`src/rtl/interface_teclado_pkg.sv`:
```
// rtl/interface_teclado_pkg.sv - shared note codes, FSM states and key helpers
// Used by interface_teclado and by the downstream decoder/buzzer.
//   nota_t      : 4-bit note code, 0 = no note, 1..12 = C..B
//   estado_t    : note FSM states
//   lowest_key  : index of the lowest-numbered set key
//   key_to_nota : key index to note code
package interface_teclado_pkg;

  localparam int NUM_TECLAS = 12;
  localparam int NUM_NAV    = 3;
  localparam int NUM_IN     = NUM_TECLAS + NUM_NAV;

  typedef enum logic [3:0] {
    NOTA_NENHUMA = 4'd0,
    NOTA_C       = 4'd1,
    NOTA_CS      = 4'd2,
    NOTA_D       = 4'd3,
    NOTA_DS      = 4'd4,
    NOTA_E       = 4'd5,
    NOTA_F       = 4'd6,
    NOTA_FS      = 4'd7,
    NOTA_G       = 4'd8,
    NOTA_GS      = 4'd9,
    NOTA_A       = 4'd10,
    NOTA_AS      = 4'd11,
    NOTA_B       = 4'd12
  } nota_t;

  typedef enum logic [1:0] {
    LIVRE = 2'd0,
    PRESA = 2'd1,
    PAUSA = 2'd2
  } estado_t;

  // Scans from the top down so the last hit is the lowest index.
  function automatic logic [3:0] lowest_key(input logic [NUM_TECLAS-1:0] k);
    logic [3:0] idx;
    idx = 4'd0;
    for (int i = NUM_TECLAS - 1; i >= 0; i--) begin
      if (k[i]) idx = 4'(i);
    end
    return idx;
  endfunction

  function automatic nota_t key_to_nota(input logic [3:0] k);
    return nota_t'(k + 4'd1);
  endfunction

endpackage

```
`src/rtl/interface_teclado_if.sv`:
```
// rtl/interface_teclado_if.sv - raw key/button inputs and conditioned outputs
// Ports (slave = conditioning block, master = board/testbench side):
//   teclas[11:0], seta_direita, seta_esquerda, enter : raw active-high inputs
//   botoes_encoded[3:0]                              : held note code
//   right_arrow_pressed, left_arrow_pressed,
//   enter_pressed                                    : debounced levels
//   multiplas_teclas                                 : two or more keys down
interface interface_teclado_if;
  import interface_teclado_pkg::*;

  logic [NUM_TECLAS-1:0] teclas;
  logic                  seta_direita;
  logic                  seta_esquerda;
  logic                  enter;
  logic [3:0]            botoes_encoded;
  logic                  right_arrow_pressed;
  logic                  left_arrow_pressed;
  logic                  enter_pressed;
  logic                  multiplas_teclas;

  modport master (
    output teclas, seta_direita, seta_esquerda, enter,
    input  botoes_encoded, right_arrow_pressed, left_arrow_pressed,
           enter_pressed, multiplas_teclas
  );

  modport slave (
    input  teclas, seta_direita, seta_esquerda, enter,
    output botoes_encoded, right_arrow_pressed, left_arrow_pressed,
           enter_pressed, multiplas_teclas
  );

endinterface

```
`src/rtl/interface_teclado_debouncer.sv`:
```
// rtl/interface_teclado_debouncer.sv - 2-FF synchroniser plus counting debouncer
// Ports:
//   clock, reset : system clock, asynchronous active-low reset
//   din_i        : raw asynchronous input
//   level_o      : debounced level
module debouncer #(
  parameter int DEBOUNCE_CYCLES = 4
) (
  input  logic clock,
  input  logic reset,
  input  logic din_i,
  output logic level_o
);

  localparam int             CW       = $clog2(DEBOUNCE_CYCLES + 1);
  localparam logic [CW-1:0]  CNT_LAST = CW'(DEBOUNCE_CYCLES - 1);
  localparam logic [CW-1:0]  CNT_ONE  = CW'(1);

  logic [1:0]    sync_q;
  logic          level_q, level_d;
  logic [CW-1:0] cnt_q, cnt_d;

  // The counter only runs while the synchronised input disagrees with the
  // accepted level; on the last mismatching cycle the level flips and the
  // counter clears instead of wrapping.
  always_comb begin
    level_d = level_q;
    cnt_d   = '0;
    if (sync_q[1] != level_q) begin
      if (cnt_q == CNT_LAST) begin
        level_d = ~level_q;
      end else begin
        cnt_d = cnt_q + CNT_ONE;
      end
    end
  end

  always_ff @(posedge clock or negedge reset) begin
    if (!reset) begin
      sync_q  <= '0;
      level_q <= 1'b0;
      cnt_q   <= '0;
    end else begin
      sync_q  <= {sync_q[0], din_i};
      level_q <= level_d;
      cnt_q   <= cnt_d;
    end
  end

  assign level_o = level_q;

endmodule

```
`src/rtl/interface_teclado.sv`:
```
// rtl/interface_teclado.sv - key/button conditioning and held-note encoder
// Ports:
//   clock, reset : system clock, asynchronous active-low reset
//   bus (slave)  : raw keys/buttons in, note code and debounced levels out
module interface_teclado
  import interface_teclado_pkg::*;
#(
  parameter int CLOCK_FREQ      = 50_000_000,
  parameter int DEBOUNCE_CYCLES = CLOCK_FREQ / 100
) (
  input  logic                 clock,
  input  logic                 reset,
  interface_teclado_if.slave   bus
);

  logic [NUM_IN-1:0]     raw;
  logic [NUM_IN-1:0]     stable;
  logic [NUM_TECLAS-1:0] keys;

  assign raw  = {bus.enter, bus.seta_esquerda, bus.seta_direita, bus.teclas};
  assign keys = stable[NUM_TECLAS-1:0];

  for (genvar g = 0; g < NUM_IN; g++) begin : g_deb
    debouncer #(
      .DEBOUNCE_CYCLES(DEBOUNCE_CYCLES)
    ) u_deb (
      .clock   (clock),
      .reset   (reset),
      .din_i   (raw[g]),
      .level_o (stable[g])
    );
  end

  estado_t    state_q, state_d;
  logic [3:0] key_q, key_d;
  nota_t      nota_q, nota_d;
  logic       multi_q, multi_d;

  // PRESA ignores every key except the captured one; PAUSA forces a zero
  // cycle so a downstream edge detector sees back-to-back notes separately.
  always_comb begin
    state_d = state_q;
    key_d   = key_q;
    nota_d  = nota_q;
    // k & (k-1) clears the lowest set bit: non-zero means two or more keys.
    multi_d = (keys & (keys - 12'd1)) != '0;
    case (state_q)
      LIVRE: begin
        nota_d = NOTA_NENHUMA;
        if (|keys) begin
          key_d   = lowest_key(keys);
          nota_d  = key_to_nota(key_d);
          state_d = PRESA;
        end
      end
      PRESA: begin
        if (!keys[key_q]) begin
          nota_d  = NOTA_NENHUMA;
          state_d = PAUSA;
        end
      end
      PAUSA: begin
        nota_d  = NOTA_NENHUMA;
        state_d = LIVRE;
      end
      default: begin
        nota_d  = NOTA_NENHUMA;
        state_d = LIVRE;
      end
    endcase
  end

  always_ff @(posedge clock or negedge reset) begin
    if (!reset) begin
      state_q <= LIVRE;
      key_q   <= 4'd0;
      nota_q  <= NOTA_NENHUMA;
      multi_q <= 1'b0;
    end else begin
      state_q <= state_d;
      key_q   <= key_d;
      nota_q  <= nota_d;
      multi_q <= multi_d;
    end
  end

  assign bus.botoes_encoded      = nota_q;
  assign bus.multiplas_teclas    = multi_q;
  assign bus.right_arrow_pressed = stable[NUM_TECLAS];
  assign bus.left_arrow_pressed  = stable[NUM_TECLAS+1];
  assign bus.enter_pressed       = stable[NUM_TECLAS+2];

endmodule

```
`src/flat_wrapper.sv`:
```
// flat-port wrapper written by rule: the top's interface ports become plain ports
module interface_teclado_flat import interface_teclado_pkg::*;
#(
  parameter int CLOCK_FREQ      = 50_000_000,
  parameter int DEBOUNCE_CYCLES = CLOCK_FREQ / 100
)
  (clock, reset, bus_teclas, bus_seta_direita, bus_seta_esquerda, bus_enter, bus_botoes_encoded, bus_right_arrow_pressed, bus_left_arrow_pressed, bus_enter_pressed, bus_multiplas_teclas);
  interface_teclado_if bus_i ();
  input  logic clock;
  input  logic reset;
  input wire logic [$bits(bus_i.teclas)-1:0] bus_teclas;
  input wire logic [$bits(bus_i.seta_direita)-1:0] bus_seta_direita;
  input wire logic [$bits(bus_i.seta_esquerda)-1:0] bus_seta_esquerda;
  input wire logic [$bits(bus_i.enter)-1:0] bus_enter;
  output wire logic [$bits(bus_i.botoes_encoded)-1:0] bus_botoes_encoded;
  output wire logic [$bits(bus_i.right_arrow_pressed)-1:0] bus_right_arrow_pressed;
  output wire logic [$bits(bus_i.left_arrow_pressed)-1:0] bus_left_arrow_pressed;
  output wire logic [$bits(bus_i.enter_pressed)-1:0] bus_enter_pressed;
  output wire logic [$bits(bus_i.multiplas_teclas)-1:0] bus_multiplas_teclas;
  assign bus_i.teclas = bus_teclas;
  assign bus_i.seta_direita = bus_seta_direita;
  assign bus_i.seta_esquerda = bus_seta_esquerda;
  assign bus_i.enter = bus_enter;
  assign bus_botoes_encoded = bus_i.botoes_encoded;
  assign bus_right_arrow_pressed = bus_i.right_arrow_pressed;
  assign bus_left_arrow_pressed = bus_i.left_arrow_pressed;
  assign bus_enter_pressed = bus_i.enter_pressed;
  assign bus_multiplas_teclas = bus_i.multiplas_teclas;
  interface_teclado #(.CLOCK_FREQ(CLOCK_FREQ), .DEBOUNCE_CYCLES(DEBOUNCE_CYCLES)) u_core (.clock(clock), .reset(reset), .bus(bus_i));
endmodule
```
`config.mk`:
```
export PLATFORM = sky130hd
export DESIGN_NAME = interface_teclado_flat
export DESIGN_NICKNAME = d
export VERILOG_FILES = /design/src/rtl/interface_teclado_pkg.sv /design/src/rtl/interface_teclado_if.sv /design/src/rtl/interface_teclado_debouncer.sv /design/src/rtl/interface_teclado.sv /design/src/flat_wrapper.sv
export SDC_FILE = /design/constraint.sdc
export NUM_CORES = 1
export LEC_CHECK = 0
export CAP_MARGIN = 20
export CORE_MARGIN = 2
export CORE_UTILIZATION = 57
export DETAILED_ROUTE_END_ITERATION = 10
export HOLD_SLACK_MARGIN = 0.1
export MAX_ROUTING_LAYER = met4
export PLACE_DENSITY = 0.85
export SLEW_MARGIN = 20
export SYNTH_ARGS = -nofsm -noshare
export SYNTH_HDL_FRONTEND = slang
export SYNTH_SLANG_ARGS = --single-unit
```
`constraint.sdc`:
```
create_clock -name clock -period 1.8 [get_ports clock]
set_input_delay 0.36 -clock clock [delete_from_list [all_inputs] [get_ports clock]]
set_output_delay 0.36 -clock clock [all_outputs]
set_load 0.01 [all_outputs]
```
==> Word level (Yosys, flattened, before mapping) <==
Index checks and enable logic that the tools add are counted.
{ "totals": {"register_bits": 341, "in_bits": 17} }
{ "classes": {"add_sub_neg": 17, "n_lt_le_gt_ge": 1, "n_eq_ne": 33, "n_mux": 52, "bitwise": 16, "n_reduce_logical": 20} }
{ "ops": {"columns": ["cell", "n"], "rows": [
  ["$mux 19", 30],
  ["$add 19x1->19 const B", 15],
  ["$eq 19x19->1 const B", 15],
  ["$mux 4", 16],
  ["$reduce_and 2->1", 17],
  ["$ne 1x1->1", 15],
  ["$not 1->1", 15],
  ["$and 12x12->12", 1],
  ["$reduce_bool 12->1", 1],
  ["$reduce_or 12->1", 1],
  ["$sub 12x1->12 const B", 1],
  ["$pmux 4 s2", 1],
  ["$lt 4x5->1 const B", 1],
  ["$add 4x1->4 const B", 1],
  ["$bmux 1 s4", 1],
  ["$mux 2", 2],
  ["$pmux 2 s2", 1],
  ["$eq 2x1->1 const B", 1],
  ["$logic_not 2->1", 1],
  ["$ne 2x1->1 const B", 1],
  ["$ne 2x2->1 const B", 1],
  ["$mux 1", 1]
]} }

==> Logic depth before layout (Yosys ltp) <==
Gate-level depths: netlist (run 1).
{ "depth": {"word_depth": 17, "depth_mapped": 9} }

==> Cells and area by module <==
A second synthesis (run 1) with hierarchy kept.
{ "unflattened": {"hier_cells": 1658, "hier_area_um2": 16967.5} }
{ "modules_own_cells": {"columns": ["module", "instances", "cells_each", "area_per_inst_um2"], "rows": [
  ["debouncer at u_core.g_deb[0].u_deb ...", 14, 105, 1079.8],
  ["debouncer at u_core.g_deb[2].u_deb", 1, 105, 1073.5],
  ["interface_teclado", 1, 83, 777.0]
]} }

==> Worst setup path after synthesis (run 1) <==
OpenSTA, ideal clock, no wires.
{ "synth_timing": {"path_type": "reg-to-reg", "start": "register u_core.g_deb[2].u_deb.cnt_q[0]", "end": "register u_core.g_deb[2].u_deb.cnt_q[10]", "setup_ps": 71, "arrival_ps": 1867, "required_ps": 1729, "setup_slack_ps": -138, "path_stages_with_launch": 10, "period_less_slack_ps": 1938, "path_cell_list": "dfrtp_1 > ha_1 > and4_1 > clkbuf_1 > and2_1 > and4_1 > or2_1 > buf_2 > buf_4 > nor2_1"} }
{ "synth_via": {"elab_chain_len": 3, "elab_cells_between_ends": 4} }
{ "synth_lines": {"columns": ["item", "line_no", "text"], "rows": [
  ["from (decl)", "interface_teclado_debouncer.sv:21", "logic [CW-1:0] cnt_q, cnt_d;"],
  ["from (signal assigned)", "interface_teclado_debouncer.sv:46", "cnt_q <= cnt_d;"],
  ["$add 19x1->19 / $eq 19x19->1 (equally long branches)", "interface_teclado_debouncer.sv:33, interface_teclado_debouncer.sv:30", null],
  ["$mux 19 *", "interface_teclado_debouncer.sv:30", "if (cnt_q == CNT_LAST) begin"],
  ["$mux 19 *", "interface_teclado_debouncer.sv:29", "if (sync_q[1] != level_q) begin"],
  ["net u_core.g_deb[2].u_deb.cnt_d[10]", "interface_teclado_debouncer.sv:21", null]
]} }
The timed path passes the listed nets; every way through them passes the cells marked *.
A chain may end at the register's enable or synchronous reset.

==> Worst setup path in the final report (run 1) <==
{ "layout_timing": {"start": "register u_core.g_deb[10].u_deb.level_q", "end": "register u_core.nota_q[2] (netlist: u_core.bus.botoes_encoded[2])"} }
{ "layout_via": {"elab_chain_len": 16, "elab_cells_between_ends": 20} }
{ "layout_lines": {"columns": ["item", "line_no", "text"], "rows": [
  ["from (decl)", "interface_teclado_debouncer.sv:20", "logic level_q, level_d;"],
  ["from (signal assigned)", "interface_teclado_debouncer.sv:45", "level_q <= level_d;"],
  ["$mux 4 (11 in series)", "interface_teclado_pkg.sv:40", "if (k[i]) idx = 4'(i);"],
  ["$mux 4", "interface_teclado.sv:50", "if (|keys) begin"],
  ["$mux 4", "interface_teclado.sv:47", "case (state_q)"],
  ["$add 4x1->4", "interface_teclado_pkg.sv:46", "return nota_t'(k + 4'd1);"],
  ["$mux 4", "interface_teclado.sv:50", null],
  ["$pmux 4 s2", "interface_teclado.sv:47", null],
  ["to (signal assigned)", "interface_teclado.sv:82", "nota_q <= nota_d;"],
  ["to (decl)", "interface_teclado.sv:36", "nota_t nota_q, nota_d;"]
]} }
Several ways; a longest one is shown, not always the timed one. The select of a mux whose other input is x is not followed.

==> metrics.md, run 1 <==
| Metric | Value |
|---|---|
| Final hold violations | `0` |
| Finish-stage setup viols | `20` |
| Max cap viols | `0` |
| Sw Ratio | `0.217` |
| Setup TNS | `-1.41 ns` |
| Leading post-synthesis cells by cell area | `dfrtp_1 54%, xor2_1 8.6%, nor2_1 8.3%` |
| Asr flop ratio synth | `1.00` |
| Fillers | `1943` |
| Diode count | `0` |
| Cell area after placement | `17200 sq um` |
| Clk buf depth | `3` |
| Xor/xnor share of the synthesized area | `0.148` |
| Period utilisation layout | `1.06` |
| Routed Antenna Nets | `0` |
| Transition time of the tightest slew-check pin | `0.561 ns` |
| Largest family of logic cells by synthesized area | `simple AND/OR/NAND/NOR gates` |
| Yosys top cell area share | `0.538` |
| Sink count of the clock tree | `341` |
| Cts bufs inserted | `36` |
| Initial antenna violation count | `0` |
| Vias in the first global route | `11900` |
| Reg power frac | `0.490` |
| CTS clk-pin slew, worst paths | `approximately 0.060 ns` |
| Kind of critical path | `reg -> reg` |
| Worst-path fanout max | `3` |
| Total die area | `between 20000 and 30000 sq um` |
| Crit end category | `register` |
| Vias | `11700` |
| Number of port buffers | `24` |
| Worst Path Buf+Inv | `0` |
| Total grt overflow | `0` |
| Delay-heaviest family, CP | `compound AO/OA/AOI/OAI gates` |
| Largest stage delay, worst path | `about 0.45 ns` |
| Mux cell area share after synthesis | `0.0151` |
| Layout Nets | `1724` |
| CP cell instances | `nand2b_4 -> a221o_1 -> a211oi_2 -> ha_2 -> o21ai_2 -> a41oi_2 -> a21o_1` |
| Die height | `approximately 170 um` |
| Avg Vias per Cell | `5.60` |
| CP arrival | `between 2 and 2.5 ns` |
| Pin count of the biggest net entering global routing | `73` |
| Pleak | `0.00830 uW` |
| List of most frequent post-synthesis cells | `352 x nor2_1, 341 x dfrtp_1, 156 x xor2_1` |
| Clock Latency Late Sink | `~0.52 ns` |
| Mapped cell area | `15900 sq um` |
| Area leader, netlist | `dfrtp_1` |
| Drt pass-1 iters | `5` |
| Startpoint Class | `register` |
| Post-Synth Simple-Gate Area | `0.251` |
| Syn Nets | `roughly 1600` |
| Yosys reg bits | `roughly 340` |
| Routed len/inst | `15.9 um` |
| Count of pins over their slew limit | `0` |
| Die span in x | `171 um` |
| DRC | `0` |
| DP Cell Count | `~2000` |
| H-tree depth | `2` |
| Area Overhead vs Synth | `19.1%` |
| Combinational Power Share | `0.038` |
| Power Density | `852 nW/um^2` |
| First-pass GRT wire length | `54800 um` |
| Initial DRC count | `640` |
| DRT Wirelength | `33300 um` |
| Yosys warning count | `0` |
| Hold WS | `0.273 ns` |
| GRT Total Usage | `0.233` |
| Sequential area share after synthesis | `0.538` |
| Final min period | `1.91 ns` |
| Design Area, Final | `18900 sq um` |
| Number of synthesized flops with an enable pin | `0` |
| GP Congestion | `0.891` |
| Fmax | `0.522 GHz` |
| Proportion of layout cells with a drive suffix above 1 | `0.150` |
| Finished Layout Cells | `2090` |
| CORE AREA | `27600 sq um` |
| Mapped Cells | `1571` |
| Synth Area in Adders | `0.0132` |
| Int Power | `approximately 13000 uW` |
| Starting Density | `0.574` |
| Final setup slack of the worst path | `-0.114 ns` |
| Worst path slowest cell | `dfrtp_2` |
| Top Ports | `25` |
| Required @ worst endpoint | `2.26 ns` |
| Switching power | `between 3000 and 4000 uW` |
| Violations in the final reports | `negative setup slack` |
| Row count | `61` |
| Clock power frac | `0.471` |
| Multi-input gate area | `7350 sq um` |
| Hold WC Path Type | `in -> reg` |
| Unrepaired setup endpoints after global routing | `true` |
| Complex-gate fraction of the synthesized area | `0.0123` |
| Status | `finished with violations` |
| Ys flop type | `dfrtp_1` |
| Slew margin rel. | `0.625` |
| Clock Skew | `0.0125 ns` |
| Synth unique cells | `50` |
| Storage cell area | `8540 sq um` |
| Most frequent cell after synthesis | `nor2_1` |
| Root Driver | `clkbuf_16` |
| HPWL after DPL | `21000 um` |
| Syn_area_per_cell | `10.1 sq um` |
| CTS tree | `built` |
| Max VDD drop | `a little over 0.8 mV` |
==> path summary, 6_finish.rpt <==
check | start | to | slack (ns) | depth (start not counted)
worst max-delay path | u_core.g_deb[10].u_deb.level_o | u_core.bus.botoes_encoded[2] | -0.11 | 7
worst min-delay path | bus_teclas[5] | u_core.g_deb[5].u_deb.sync_q[0] | 0.27 | 1
worst max register to register | u_core.g_deb[10].u_deb.level_o | u_core.bus.botoes_encoded[2] | -0.11 | 7
worst min register to register | u_core.g_deb[8].u_deb.sync_q[0] | u_core.g_deb[8].u_deb.sync_q[1] | 0.35 | 0
max in group asynchronous | reset | u_core.g_deb[3].u_deb.cnt_q[17] | 0.79 | 3
min in group asynchronous | reset | u_core.g_deb[14].u_deb.cnt_q[4] | 0.31 | 2
==> through the flow <==
step / setup WS (ns) / total power (uW) / util
after floorplan: 0.00827 / 8260 / -
after global placement: -0.0161 / 8560 / 0.623
after detailed placement: -0.0298 / 8600 / 0.623
after CTS: -0.0927 / 16200 / 0.668
after global routing: -0.193 / 16600 / 0.684
final: -0.114 / 16100 / 0.684
==> power groups by stage <==
stage,Combinational [uW],Clock [uW],Sequential (uW)
2_1_floorplan,257,0,8000
3_3_place_gp,546,0,8010
3_5_place_dp,571,0,8030
4_1_cts,579,7710,7890
5_1_grt,699,8040,7900
6_report,614,7590,7890
==> cell families (layout without fill, tap and decap cells) <==
family	Yosys count	count (layout)
xor+xnor	269	269
compound gates	27	27
fa+ha+maj	17	17
simple gates	817	817
flops	341	341
mux	19	19
buf+inv	81	222
==> state kept, by name, indices dropped and copies added (netlist names) <==
name	count
u_core.bus.multiplas_teclas	1
u_core.bus.botoes_encoded	4
u_core.g_deb.u_deb.cnt_q	285
u_core.key_q	4
u_core.g_deb.u_deb.sync_q	30
u_core.state_q	2
u_core.g_deb.u_deb.level_o	15
==> layout by cell type (no fill, tap or decap), drive strengths merged, types with 20 or more instances in the layout <==
cell	n
inv	39
xnor2	113
buf	102
xor2	156
and4	28
nor4	20
nand3	109
or2	26
nand4	64
and3	41
dfrtp	341
nand2	91
nor3	35
nor2	352
clkbuf	47
==> layout make-up <==
| type | instances | share of cell area |
|---|---|---|
| multi-input combinational | 1149 | 0.389 |
| sequential | 341 | 0.452 |
| clock inverter | 14 | 0.0102 |
| inverter | 35 | 0.00695 |
| tap | 378 | 0.0250 |
| clock buffer | 45 | 0.0537 |
| timing repair buffer | 128 | 0.0632 |
==> metal layers <==
layer | global-route usage | part of all wire | routed length [um]
met5 | - | 0 | 0
met4 | 0.0836 | 0.031 | 1030
met3 | 0.0294 | 0.032 | 1080
met2 | 0.396 | 0.51 | 16900
met1 | 0.290 | 0.43 | 14200
==> timing repair <==
action                     4_1_cts  5_1_grt
setup endpoints to repair       61      223
resized for setup               17       85
pin swaps                        4       39
hold endpoints to repair       112        0
hold buffers                     1        0
gates cloned                     0        3
setup buffers                    0        9
Power figures use the tool's default switching activity.
==> inputs of run 2 (changes only) <==
--- a/config.mk
+++ b/config.mk
@@ -5,13 +5,14 @@
 export SDC_FILE = /design/constraint.sdc
 export NUM_CORES = 1
 export LEC_CHECK = 0
+export ABC_CLOCK_PERIOD_IN_PS = 1800
 export CAP_MARGIN = 20
 export CORE_MARGIN = 2
-export CORE_UTILIZATION = 57
+export CORE_UTILIZATION = 45
 export DETAILED_ROUTE_END_ITERATION = 10
 export HOLD_SLACK_MARGIN = 0.1
 export MAX_ROUTING_LAYER = met4
-export PLACE_DENSITY = 0.85
+export PLACE_DENSITY = 0.71
 export SLEW_MARGIN = 20
 export SYNTH_ARGS = -nofsm -noshare
 export SYNTH_HDL_FRONTEND = slang
==> run 2 against run 1 <==
  * The run still ends with negative setup slack left
  * Cell area is 1.2% higher
  * Critical endpoint unchanged
  * Setup slack better by 0.071 ns
  * Clock power is 6.5% higher
  * Clock skew is 0.011 ns higher
  * Core utilization is 13 points lower
  * Largest cell class unchanged
  * Sequential share of layout area is 0.54 points lower
  * First-iteration DRC count is 3.3% higher
  * Global-route usage is 5.7 points lower
  * Die area is 26% higher
==> metrics.md, run 2 (same netlist as run 1, synthesis figures left out) <==
| Metric | Value |
|---|---|
| Status | `finished with violations` |
| Violations in the final reports | `negative setup slack` |
| Clock Latency Late Sink | `0.52 ns (about the same)` |
| Switching power | `3450 uW (-1.3%)` |
| Row count | `68 (+11%)` |
| Finish-stage setup viols | `3 (-85%)` |
| First-pass GRT wire length | `53100 um (-3.1%)` |
| Avg Vias per Cell | `5.17 (-7.8%)` |
| Sw Ratio | `0.208 (-0.00911)` |
| CP cell instances | `nand2b_4 -> a221o_1 -> a211oi_2 -> ha_2 -> o21ai_2 -> a41oi_2 -> a21o_1` |
| DRT Wirelength | `30000 um (-9.8%)` |
| Final setup slack of the worst path | `-0.0433 ns (+0.0707 ns)` |
| Slew margin rel. | `0.672 (+0.0475)` |
| Kind of critical path | `reg -> reg` |
| Startpoint Class | `register` |
| Count of pins over their slew limit | `0 (unchanged)` |
| Initial DRC count | `661 (+3.3%)` |
| Largest stage delay, worst path | `0.40 ns (-0.05 ns)` |
| Int Power | `13100 uW (+4.2%)` |
| Unrepaired setup endpoints after global routing | `true` |
| Worst path slowest cell | `dfrtp_1` |
| Clock power frac | `0.487 (+0.016)` |
| Vias in the first global route | `11500 (-3.1%)` |
| Reg power frac | `0.476 (-0.014)` |
| Setup slack, reg-to-reg | `-0.04 ns (+0.07 ns)` |
| Clock Skew | `0.0234 ns (+0.0109 ns)` |
| Drt pass-1 iters | `5 (unchanged)` |
| Transition time of the tightest slew-check pin | `0.491 ns (-0.0698 ns)` |
| Pleak | `0.00844 uW (+1.7%)` |
| CORE AREA | `34600 sq um (+25%)` |
| DRC | `0 (unchanged)` |
| Total grt overflow | `0 (unchanged)` |
| GRT Total Usage | `0.176 (-0.0571)` |
| Root Driver | `clkbuf_16` |
| CTS tree | `built` |
| Vias | `11300 (-3.7%)` |
| Layout Nets | `1736 (+0.70%)` |
| Area Overhead vs Synth | `20.6%` |
| Total die area | `36800 sq um (+26%)` |
| Sink count of the clock tree | `341 (unchanged)` |
| Commonest non-fill, non-tap cells in the layout | `340 x nor2_1, 333 x dfrtp_1, 156 x xor2_1` |
| Proportion of layout cells with a drive suffix above 1 | `0.143 (-0.00726)` |
| Combinational Power Share | `0.037 (about the same)` |
| Hold WC Path Type | `in -> reg` |
| Max cap viols | `0 (unchanged)` |
| Number of port buffers | `24 (unchanged)` |
| Initial antenna violation count | `0 (unchanged)` |
| Worst-path fanout max | `3 (unchanged)` |
| Diode count | `0 (unchanged)` |
| Die span in x | `192 um (+12%)` |
| Max VDD drop | `0.627 mV (-24%)` |
| Hold WS | `0.279 ns (+0.00579 ns)` |
| Period utilisation layout | `1.02 (-0.0393)` |
| Biggest register | `u_core.g_deb.u_deb.cnt_q` |
| Fmax | `0.543 GHz (+3.8%)` |
| Routed len/inst | `13.7 um (-14%)` |
| Power Density | `866 nW/um^2 (+1.7%)` |
| Final Core Density | `0.553 (-0.131)` |
| GP Congestion | `0.843 (-5.3%)` |
| CTS clk-pin slew, worst paths | `0.06 ns (about the same)` |
| Max reg flops | `285 (unchanged)` |
| Routed Antenna Nets | `0 (unchanged)` |
| HPWL after DPL | `19800 um (-5.6%)` |
| Clk buf depth | `3 (unchanged)` |
| Crit end category | `register` |
| Final hold violations | `0 (unchanged)` |
| Starting Density | `0.458 (-0.116)` |
| H-tree depth | `2 (unchanged)` |
| Final min period | `1.84 ns (-0.0707 ns)` |
| Top Ports | `25 (unchanged)` |
| Pin count of the biggest net entering global routing | `51 (-30%)` |
| Die height | `192 um (+12%)` |
| Most common cell after layout, fill and taps aside | `nor2_1` |
| CP arrival | `2.31 ns (-0.06 ns)` |
| Cts bufs inserted | `37 (+2.8%)` |
| Required @ worst endpoint | `2.27 ns (about the same)` |
==> run 2: cell types whose count changed in the layout (fill, tap and decap cells not counted), sizes merged <==
cell,delta
inv,-3
bufinv,+2
clkinv,-1
clkbuf,+7
buf,+12
==> run 2: power by group through the flow <==
stage / sequential, uW / combinational [uW] / clock (uW)
2_1_floorplan: 8000 / 257 / 0
3_3_place_gp: 8020 / 588 / 0
3_5_place_dp: 8030 / 604 / 0
4_1_cts: 7890 / 613 / 8310
5_1_grt: 7910 / 709 / 8620
6_report: 7890 / 610 / 8080
==> run 2: layout make-up <==
type	instances	area (sq um)
Fill cell	2881	15500
Clock buffer	53	1100
Multi-Input combinational cell	1149	7210
Tap cell	455	569
Clock inverter	12	214
Inverter	35	131
Sequential cell	341	8540
Timing Repair Buffer	139	1370
==> run 2: per-layer routing <==
layer  track usage  part of all wire  routed length (um)  up-vias
met5             -                 0                   0        -
met4        0.0476             0.020                 610        0
met3        0.0270             0.036                1080       55
met2         0.289              0.48               14400      161
met1         0.230              0.46               13900     5514
li1              -                 -                   -     5556
==> run 2: per-stage QoR <==
step	cells	cell area (sq um)	setup WS [ns]	total power (uW)	TNS, ns
CTS	2176	18900	-0.0174	16800	-0.0288
global route	2184	19100	-0.143	17200	-2.41
floorplan	1571	15900	0.00827	8260	0
finish	2184	19100	-0.0433	16600	-0.0667
global placement	2108	17500	-0.00160	8610	-0.00160
detailed placement	2108	17500	-0.0316	8630	-0.0823
==> run 2: path summary, 6_finish.rpt <==
kind / from / end / depth (start not counted)
min in group asynchronous: reset / u_core.g_deb[1].u_deb.cnt_q[6] / 2
setup reg to reg: u_core.g_deb[10].u_deb.level_o / u_core.bus.botoes_encoded[2] / 7
hold / removal: bus_teclas[5] / u_core.g_deb[5].u_deb.sync_q[0] / 1
hold reg to reg: u_core.g_deb[14].u_deb.sync_q[0] / u_core.g_deb[14].u_deb.sync_q[1] / 0
max in group asynchronous: reset / u_core.g_deb[11].u_deb.cnt_q[14] / 3
setup / recovery: u_core.g_deb[10].u_deb.level_o / u_core.bus.botoes_encoded[2] / 7
==> run 2: critical path: cells and delay by family, from the launching register on <==
family,cells,cell delay (ns)
fa+ha+maj,1,0.26
compound gates,5,0.99
flops,1,0.40
simple gates,1,0.14
==> run 2: what timing repair did <==
action                                  in CTS  in global routing
hold buffers                                 1                  0
cloned                                       0                  2
resized for setup                           11                 60
hold endpoints to repair                    36                  0
endpoints found under the setup margin      36                189
pin swaps                                    2                 16
buffers inserted                             2                  6
==> inputs of run 3 (changes only) <==
--- a/config.mk
+++ b/config.mk
@@ -10,6 +10,7 @@
 export CORE_MARGIN = 2
 export CORE_UTILIZATION = 45
 export DETAILED_ROUTE_END_ITERATION = 10
+export GPL_TIMING_DRIVEN = 0
 export HOLD_SLACK_MARGIN = 0.1
 export MAX_ROUTING_LAYER = met4
 export PLACE_DENSITY = 0.71
==> run 3 against run 2 <==
  * Largest cell class unchanged
  * Critical path depth up 1
  * Core utilization is 0.17 points lower
  * The run still ends with negative setup slack left
  * Hold slack got worse by 0.013 ns
  * Non-clock buffer count is 25 lower
  * Sequential cell count unchanged
  * Die area is the same
  * Combinational power up 3%
  * Highest routed layer unchanged
==> metrics.md, run 3 (same netlist as run 1, synthesis figures left out) <==
| Metric | Value |
|---|---|
| RR Endpoint | `u_core.bus.botoes_encoded[2]` |
| Cts bufs inserted | `37 (unchanged)` |
| Hold WC Path Type | `in -> reg` |
| Clock Skew | `0.0220 ns (-0.00139 ns)` |
| Reg2Reg Depth | `8 (+1)` |
| Status | `finished with violations` |
| Count of pins over their slew limit | `0 (unchanged)` |
| Final setup slack of the worst path | `-0.0244 ns (+0.0189 ns)` |
| CORE AREA | `34600 sq um (unchanged)` |
| First-pass GRT wire length | `51500 um (-3.0%)` |
| DRC | `0 (unchanged)` |
| Worst r2r src | `u_core.g_deb[7].u_deb.level_o` |
| Total die area | `36800 sq um (unchanged)` |
| Avg Vias per Cell | `5.20 (+0.65%)` |
| Design Area, Final | `19100 sq um (-0.31%)` |
| Biggest register | `u_core.g_deb.u_deb.cnt_q` |
| Clk buf depth | `3 (unchanged)` |
| Final hold violations | `0 (unchanged)` |
| Row count | `68 (unchanged)` |
| Critical Path End | `u_core.bus.botoes_encoded[2]` |
| Slew margin rel. | `0.592 (-0.0808)` |
| GP Congestion | `0.826 (-2.1%)` |
| Power consumption | `16300 uW (-1.5%)` |
| Max VDD drop | `0.587 mV (-6.3%)` |
| Crit end category | `register` |
| Diode count | `0 (unchanged)` |
| Commonest non-fill, non-tap cells in the layout | `331 x nor2_1, 325 x dfrtp_1, 156 x xor2_1` |
| Worst-path fanout max | `8 (+5)` |
| Period utilisation layout | `1.01 (-0.0105)` |
| HPWL after DPL | `19000 um (-4.4%)` |
| Starting Density | `0.458 (unchanged)` |
| Vias in the first global route | `10900 (-5.3%)` |
| Worst path slowest cell | `a221o_1` |
| Power Density | `856 nW/um^2 (-1.2%)` |
| Vias | `11200 (-0.45%)` |
| Total grt overflow | `0 (unchanged)` |
| Routed len/inst | `14.1 um (+2.9%)` |
| Largest stage delay, worst path | `0.36 ns (-0.04 ns)` |
| H-tree depth | `2 (unchanged)` |
| Pin count of the biggest net entering global routing | `92 (+80%)` |
| Initial DRC count | `821 (+24%)` |
| Setup slack, reg-to-reg | `-0.02 ns (+0.02 ns)` |
| CTS clk-pin slew, worst paths | `0.06 ns (about the same)` |
| Crit path launch | `u_core.g_deb[7].u_deb.level_o` |
| Most common cell after layout, fill and taps aside | `nor2_1` |
| Pleak | `0.00833 uW (-1.3%)` |
| Fmax | `0.548 GHz (+1.0%)` |
| Sink count of the clock tree | `341 (unchanged)` |
| Layout Nets | `1711 (-1.4%)` |
| Max cap viols | `0 (unchanged)` |
| Cell area after placement | `16800 sq um (-4.0%)` |
| Die height | `192 um (unchanged)` |
| Violations in the final reports | `negative setup slack` |
| Area Overhead vs Synth | `20.2%` |
| Initial antenna violation count | `0 (unchanged)` |
| DRT Wirelength | `30600 um (+1.7%)` |
| Startpoint Class | `register` |
| Max reg flops | `285 (unchanged)` |
| CP arrival | `2.30 ns (about the same)` |
| Drt pass-1 iters | `6 (+1)` |
| CTS tree | `built` |
| Routed Antenna Nets | `0 (unchanged)` |
| Transition time of the tightest slew-check pin | `0.608 ns (+0.117 ns)` |
| Top Ports | `25 (unchanged)` |
| GRT Total Usage | `0.172 (-0.00460)` |
| Root Driver | `clkbuf_16` |
| Kind of critical path | `reg -> reg` |
| Final min period | `1.82 ns (-0.0189 ns)` |
| CP cell instances | `buf_6 -> inv_1 -> a221o_1 -> a211oi_4 -> ha_1 -> o21ai_0 -> a41oi_1 -> a21o_1` |
| Die span in x | `192 um (unchanged)` |
| Number of port buffers | `24 (unchanged)` |
| Finish-stage setup viols | `7 (+4)` |
| Proportion of layout cells with a drive suffix above 1 | `0.160 (+0.0173)` |
| Required @ worst endpoint | `2.27 ns (about the same)` |
| Unrepaired setup endpoints after global routing | `true` |
| Clock Latency Late Sink | `0.53 ns (about the same)` |
run 3: cell types whose count changed in the layout (fill, tap and decap cells not counted), sizes merged:
cell,before,now
buf,114,87
clkinv,5,9
bufinv,6,4
clkinvlp,0,1
run 3: critical path, delay by kind of cell (launching register included):
family | cells | cell delay (ns)
buf+inv | 2 | 0.20
compound gates | 5 | 1.03
flops | 1 | 0.34
fa+ha+maj | 1 | 0.20
run 3: final cells by class:
| type | count | area, sq um |
|---|---|---|
| sequential | 341 | 8550 |
| timing repair buffer | 89 | 840 |
| inverter | 35 | 131 |
| multi-input combinational | 1149 | 7480 |
| buffer | 25 | 253 |
| clock inverter | 15 | 185 |
| tap | 455 | 569 |
| fill | 2898 | 15500 |
| clock buffer | 51 | 1070 |
run 3: how the worst min path moves through the flow:
stage	slack (ns)	cells after the start	startpoint	endpoint
floorplan	0.06	0	reset	u_core.bus.botoes_encoded[0]
global placement	0.33	0	u_core.g_deb[13].u_deb.sync_q[0]	u_core.g_deb[13].u_deb.sync_q[1]
detailed placement	0.34	0	u_core.g_deb[1].u_deb.sync_q[0]	u_core.g_deb[1].u_deb.sync_q[1]
CTS	0.25	1	bus_enter	u_core.g_deb[14].u_deb.sync_q[0]
global route	0.26	1	bus_seta_esquerda	u_core.g_deb[13].u_deb.sync_q[0]
finish	0.27	1	bus_enter	u_core.g_deb[14].u_deb.sync_q[0]
run 3: layer usage:
layer | global-route usage | vias to the layer above | wire length [um]
li1 | - | 5496 | -
met4 | 0.0503 | 0 | 577
met2 | 0.270 | 164 | 14800
met5 | - | - | 0
met3 | 0.0274 | 51 | 1070
met1 | 0.231 | 5524 | 14100
run 3: report_power, final:
group / switching (uW) / leakage, uW / internal (uW)
logic: 370 / 0.00307 / 258
clock network: 3060 / 0.000621 / 4750
registers: 113 / 0.00463 / 7780
total: 3540 / 0.00833 / 12800
run 3: per-stage QoR:
step / setup TNS, ns / hold slack (ns) / setup WS [ns] / util / cells
after CTS: -0.0877 / 0.252 / -0.0488 / 0.533 / 2129
after detailed placement: -35.59 / 0.336 / -0.332 / 0.485 / 2053
after global placement: -4874.67 / 0.332 / -14.23 / 0.483 / 2050
after global routing: -2.39 / 0.263 / -0.130 / 0.551 / 2160
final: -0.0624 / 0.266 / -0.0244 / 0.551 / 2160
after floorplan: 0 / 0.0644 / 0.00827 / - / 1571
run 3: timing repair:
action / in CTS / in global routing
hold buffers: 1 / 0
pin swaps: 16 / 27
buffers inserted: 28 / 29
cloned: 1 / 3
endpoints found under the hold margin: 86 / 0
gates resized for setup: 90 / 93
setup endpoints to repair: 233 / 259
